$ cat src/rtl/mult_pkg.sv
// Shared constants and types for the
// shift-add multiplier family.
package mult_pkg;

  localparam int MULT_W = 32;

  typedef enum logic [1:0] {
    IDLE,
    RUN,
    DONE
  } mult_state_t;

endpackage

$ cat src/rtl/mult_rs_step.sv
// One shift-add iteration: conditional add
// of mcand into the high half, then shift.
module mult_rs_step
  import mult_pkg::*;
#(
  parameter int W = MULT_W
) (
  input  logic [2*W:0] acc_i,
  input  logic [W-1:0] mcand_i,
  output logic [2*W:0] acc_o
);

  logic [W:0] hi;

  // Add keeps the carry in bit W of hi;
  // the shift pulls a zero into bit 2W.
  always_comb begin
    hi = acc_i[2*W:W];
    if (acc_i[0]) begin
      hi = acc_i[2*W:W] + {1'b0, mcand_i};
    end
    acc_o = {1'b0, hi, acc_i[W-1:1]};
  end

endmodule

$ cat src/rtl/mult_rs_seq.sv
// Sequential right-shift unsigned multiplier
// with request/result valid-ready handshakes.
module mult_rs_seq
  import mult_pkg::*;
#(
  parameter int W = MULT_W
) (
  input  logic           clk,
  input  logic           rst,
  input  logic           req_valid,
  output logic           req_ready,
  input  logic [W-1:0]   a,
  input  logic [W-1:0]   b,
  output logic           res_valid,
  input  logic           res_ready,
  output logic [2*W-1:0] s,
  output logic           busy
);

  localparam int CW = $clog2(W) + 1;

  mult_state_t   state_q, state_d;
  logic [CW-1:0] cnt_q, cnt_d;
  logic [W-1:0]  mcand_q, mcand_d;
  logic [2*W:0]  acc_q, acc_d;
  logic [2*W:0]  step_acc;

  mult_rs_step #(
    .W(W)
  ) u_step (
    .acc_i  (acc_q),
    .mcand_i(mcand_q),
    .acc_o  (step_acc)
  );

  // State and datapath registers.
  always_ff @(posedge clk) begin
    if (rst) begin
      state_q <= IDLE;
      cnt_q   <= '0;
      mcand_q <= '0;
      acc_q   <= '0;
    end else begin
      state_q <= state_d;
      cnt_q   <= cnt_d;
      mcand_q <= mcand_d;
      acc_q   <= acc_d;
    end
  end

  // Next state; acc clears on the result
  // handshake so s reads 0 while idle.
  always_comb begin
    state_d = state_q;
    cnt_d   = cnt_q;
    mcand_d = mcand_q;
    acc_d   = acc_q;
    unique case (state_q)
      IDLE: begin
        if (req_valid) begin
          mcand_d = a;
          acc_d   = {{(W+1){1'b0}}, b};
          cnt_d   = '0;
          state_d = RUN;
        end
      end
      RUN: begin
        acc_d = step_acc;
        cnt_d = cnt_q + CW'(1);
        if (cnt_q == CW'(W - 1)) begin
          state_d = DONE;
        end
      end
      DONE: begin
        if (res_ready) begin
          acc_d   = '0;
          state_d = IDLE;
        end
      end
      default: state_d = IDLE;
    endcase
  end

  assign req_ready = (state_q == IDLE);
  assign res_valid = (state_q == DONE);
  assign busy      = (state_q != IDLE);
  assign s         = acc_q[2*W-1:0];

endmodule
$ cat config.mk
export PLATFORM = sky130hd
export DESIGN_NAME = mult_rs_seq
export DESIGN_NICKNAME = d
export VERILOG_FILES = /design/src/rtl/mult_pkg.sv /design/src/rtl/mult_rs_step.sv /design/src/rtl/mult_rs_seq.sv
export SDC_FILE = /design/constraint.sdc
export NUM_CORES = 1
export LEC_CHECK = 0
export ABC_AREA = 1
export CAP_MARGIN = 0
export CORE_MARGIN = 1.5
export CORE_UTILIZATION = 55
export CTS_BUF_LIST = sky130_fd_sc_hd__clkbuf_8
export CTS_CLUSTER_DIAMETER = 200
export DETAILED_ROUTE_END_ITERATION = 10
export PLACE_DENSITY = 0.89
export SKIP_LAST_GASP = 1
export SYNTH_ARGS = -nofsm -noshare
export SYNTH_HDL_FRONTEND = slang
export SYNTH_SLANG_ARGS = --single-unit
$ cat constraint.sdc
create_clock -name clk -period 2.7 [get_ports clk]
set_input_delay 0.27 -clock clk [delete_from_list [all_inputs] [get_ports clk]]
set_output_delay 0.27 -clock clk [all_outputs]
set_load 0.02 [all_outputs]
==> impl_metrics.py <==
metrics = {
    "outcome": {
        "status": "complete, no violations",
    },
    "place": {
        "port_buffers": 134,
        "place_area_mm2": 0.00858,
        "dp_hpwl_mm": 15.0,
        "placed_cells": 1421,
        "gp_congestion": 0.956,
    },
    "cts": {
        "root_buffer": "clkbuf_8",
        "insertion_delay_ns": 0.39,
        "ctsResizeCount": 0,
        "cts-buffers-inserted": 9,
        "post_cts_buffers": 0,
        "h-tree-depth": 3,
        "clkSinkCount": 104,
        "clockBufferDepth": 2,
        "postCtsHoldBufs": 0,
        "cts_tree": "done",
        "path_clk_slew_ns": 0.10,
    },
    "power_and_ir_drop": {
        "p_leak_nw": 4.11,
        "powerDensity_mw_per_mm2": 633,
        "intPower_mw": 3.21,
        "p_clk_frac": 0.176,
        "swShare": 0.422,
        "ir_worst_vdd_v": 0.000495,
        "power_mw": 5.55,
        "seqPwrFrac": 0.366,
        "power_frac_comb": 0.458,
        "power.switching_mw": 2.34,
    },
    "sta": {
        "setup_tns_ns": 0,
        "setup_viol": 0,
        "slew_violations": 0,
        "fin_skew_ns": 0.00980,
        "fin_crit_ns": 2.15,
        "finalCritPeriodShare": 0.795,
        "rsz0062_at_grt": "no",
        "max_freq_ghz": 0.466,
        "tightest_slew_ns": 0.589,
        "final-hold-violation-count": 0,
        "slew_headroom": 0.606,
    },
    "worst_setup_path": {
        "worstPathArrival_ns": 2.46,
        "crit_type": "flop to flop",
        "crit_required_ns": 3.02,
        "r2r_cells": 10,
        "cp_max_fo": 15,
        "worst_path_max_delay_cell": "dfxtp_1",
        "critical_path.max_stage_delay_ns": 0.41,
        "crit_chain": "inv_1 > ha_1 > inv_2 > nor2_2 > nor3_4 > nand3_2 > buf_4 > nor2_1 > o21ai_1 > a21oi_1",
        "rrSetupSlack_ns": 0.55,
        "end_kind": "flop",
        "start_kind": "flop",
    },
    "synth": {
        "syn_inst": 1150,
        "syn-num-nets": 1256,
        "synth_warnings": 0,
        "yosysSeqAreaShare": 0.293,
        "synth_edf_count": 0,
        "yosysUniqueCellTypes": 36,
        "synth_area_leaders": "dfxtp_1 29%, nand2_1 14%, inv_1 10%, nor2_1 8.3%, ha_1 6.5%",
        "synth_commonest_cells": "266 x nand2_1, 193 x inv_1, 157 x nor2_1",
        "synth_ff_type": "dfxtp_1",
        "synth_async_sr_flop_share": 0,
        "synth_top_area_frac": 0.293,
        "syn_avg_cell_area_um2": 6.18,
        "synth-seq-cells": 104,
        "synth.most_common_cell": "nand2_1",
        "synth_area_mm2": 0.00710,
        "synth_top_area_cell": "dfxtp_1",
    },
    "cells_and_area": {
        "final_core_util": 0.695,
        "drive_above_1_share": 0.0806,
        "instances_no_fill": 1437,
        "antenna_cells": 0,
        "design_area_mm2": 0.00877,
        "layout.nets": 1366,
        "area_growth_pct": 23.5,
    },
    "worst_hold_path": {
        "hold_depth": 2,
        "hp-class": "flop to flop",
    },
    "floorplanning": {
        "die-area_mm2": 0.0136,
        "die_w_um": 117,
        "num_rows": 41,
        "start_util": 0.563,
        "core_area_mm2": 0.0126,
        "die_h_um": 117,
        "ios": 135,
    },
    "route": {
        "detail-route-antenna-nets": 0,
        "routed_wl_mm": 19.9,
        "initialDrtViolationCount": 515,
        "drt_drc_violations_left": 0,
        "first_pass_iters": 5,
        "post_drt_wl_per_cell_um": 13.9,
        "vias": 7539,
        "drt-vias-per-instance": 5.25,
    },
    "global_routing": {
        "grt_pass1_vias": 6890,
        "grt_max_degree": 97,
        "track_usage": 0.301,
        "grt_antenna_before_repair": 0,
        "grt.overflow.total": 0,
        "grt_pass1_wl_mm": 32.4,
    },
    "flow_run": {
        "cap_violations": 0,
    },
}
kinds of logic after synthesis:
logic type	count (synthesis)	synth area share
buffers and inverters	253	0.136
AOI/OAI and AO/OA	209	0.164
adders and majority gates	38	0.0680
xor gates and xnor gates	12	0.0148
DFF	104	0.293
and+or+nand+nor	534	0.324
cell usage in the layout, fill, tap and decap left out, types with 11 or more instances in the layout:
cell             synthesis  routed
inv_1                  193     193
inv_2                   16      16
nand3_1                 47      47
dfxtp_1                104     103
a21oi_2                 13      13
clkdlybuf4s50_1          0     134
nand2_2                 25      25
clkbuf_8                 0      11
a21oi_1                 74      74
o22ai_1                 31      31
ha_1                    37      37
nor2_1                 157     157
nand2_1                266     266
o21ai_0                 73      73
xor2_1                  12      12
power by group through the flow:
stage,clock network (mW),registers [mW],logic (mW)
5_1_grt,1.05,2.07,2.78
3_5_place_dp,0,2.06,2.51
6_report,0.978,2.03,2.54
2_1_floorplan,0,2.21,1.47
3_3_place_gp,0,2.05,2.48
4_1_cts,0.984,2.03,2.53
registers in the layout, indices dropped and copies added, names as in the netlist:
register  flops
state_q       2
mcand_q      32
cnt_q         6
acc_q        64
layer usage:
layer,GRT usage,part of all wire
met5,0,0
met4,0.109,0.028
met3,0.0758,0.085
met2,0.493,0.45
met1,0.386,0.43
per-stage QoR:
| step | setup WS (ns) | hold slack (ns) |
|---|---|---|
| 6_report | 0.555 | 0.472 |
| 2_1_floorplan | 0.634 | 0.437 |
| 3_5_place_dp | 0.578 | 0.459 |
| 4_1_cts | 0.551 | 0.476 |
| 5_1_grt | 0.311 | 0.499 |
| 3_3_place_gp | 0.653 | 0.455 |
worst max-delay path, delay by kind of cell (launching register included):
family / cells / cell delay (ns)
adders and majority gates: 1 / 0.26
AOI/OAI and AO/OA: 2 / 0.18
DFF: 1 / 0.41
and+or+nand+nor: 4 / 0.73
buffers and inverters: 3 / 0.49
final cells by class:
cell class / instances / area (um^2)
Fill cell: 1136 / 3850
Multi-Input combinational cell: 793 / 4060
Sequential cell: 104 / 2080
Tap cell: 172 / 215
Timing Repair Buffer: 143 / 1450
Clock inverter: 5 / 37.5
Clock buffer: 11 / 151
Inverter: 209 / 785
final timing paths:
check,startpoint,endpoint
setup / recovery,state_q[0],acc_q[47]
hold / removal,acc_q[2],acc_q[2]
setup reg to reg,state_q[0],acc_q[47]
hold reg to reg,acc_q[2],acc_q[2]
Power figures use the tool's default switching activity.
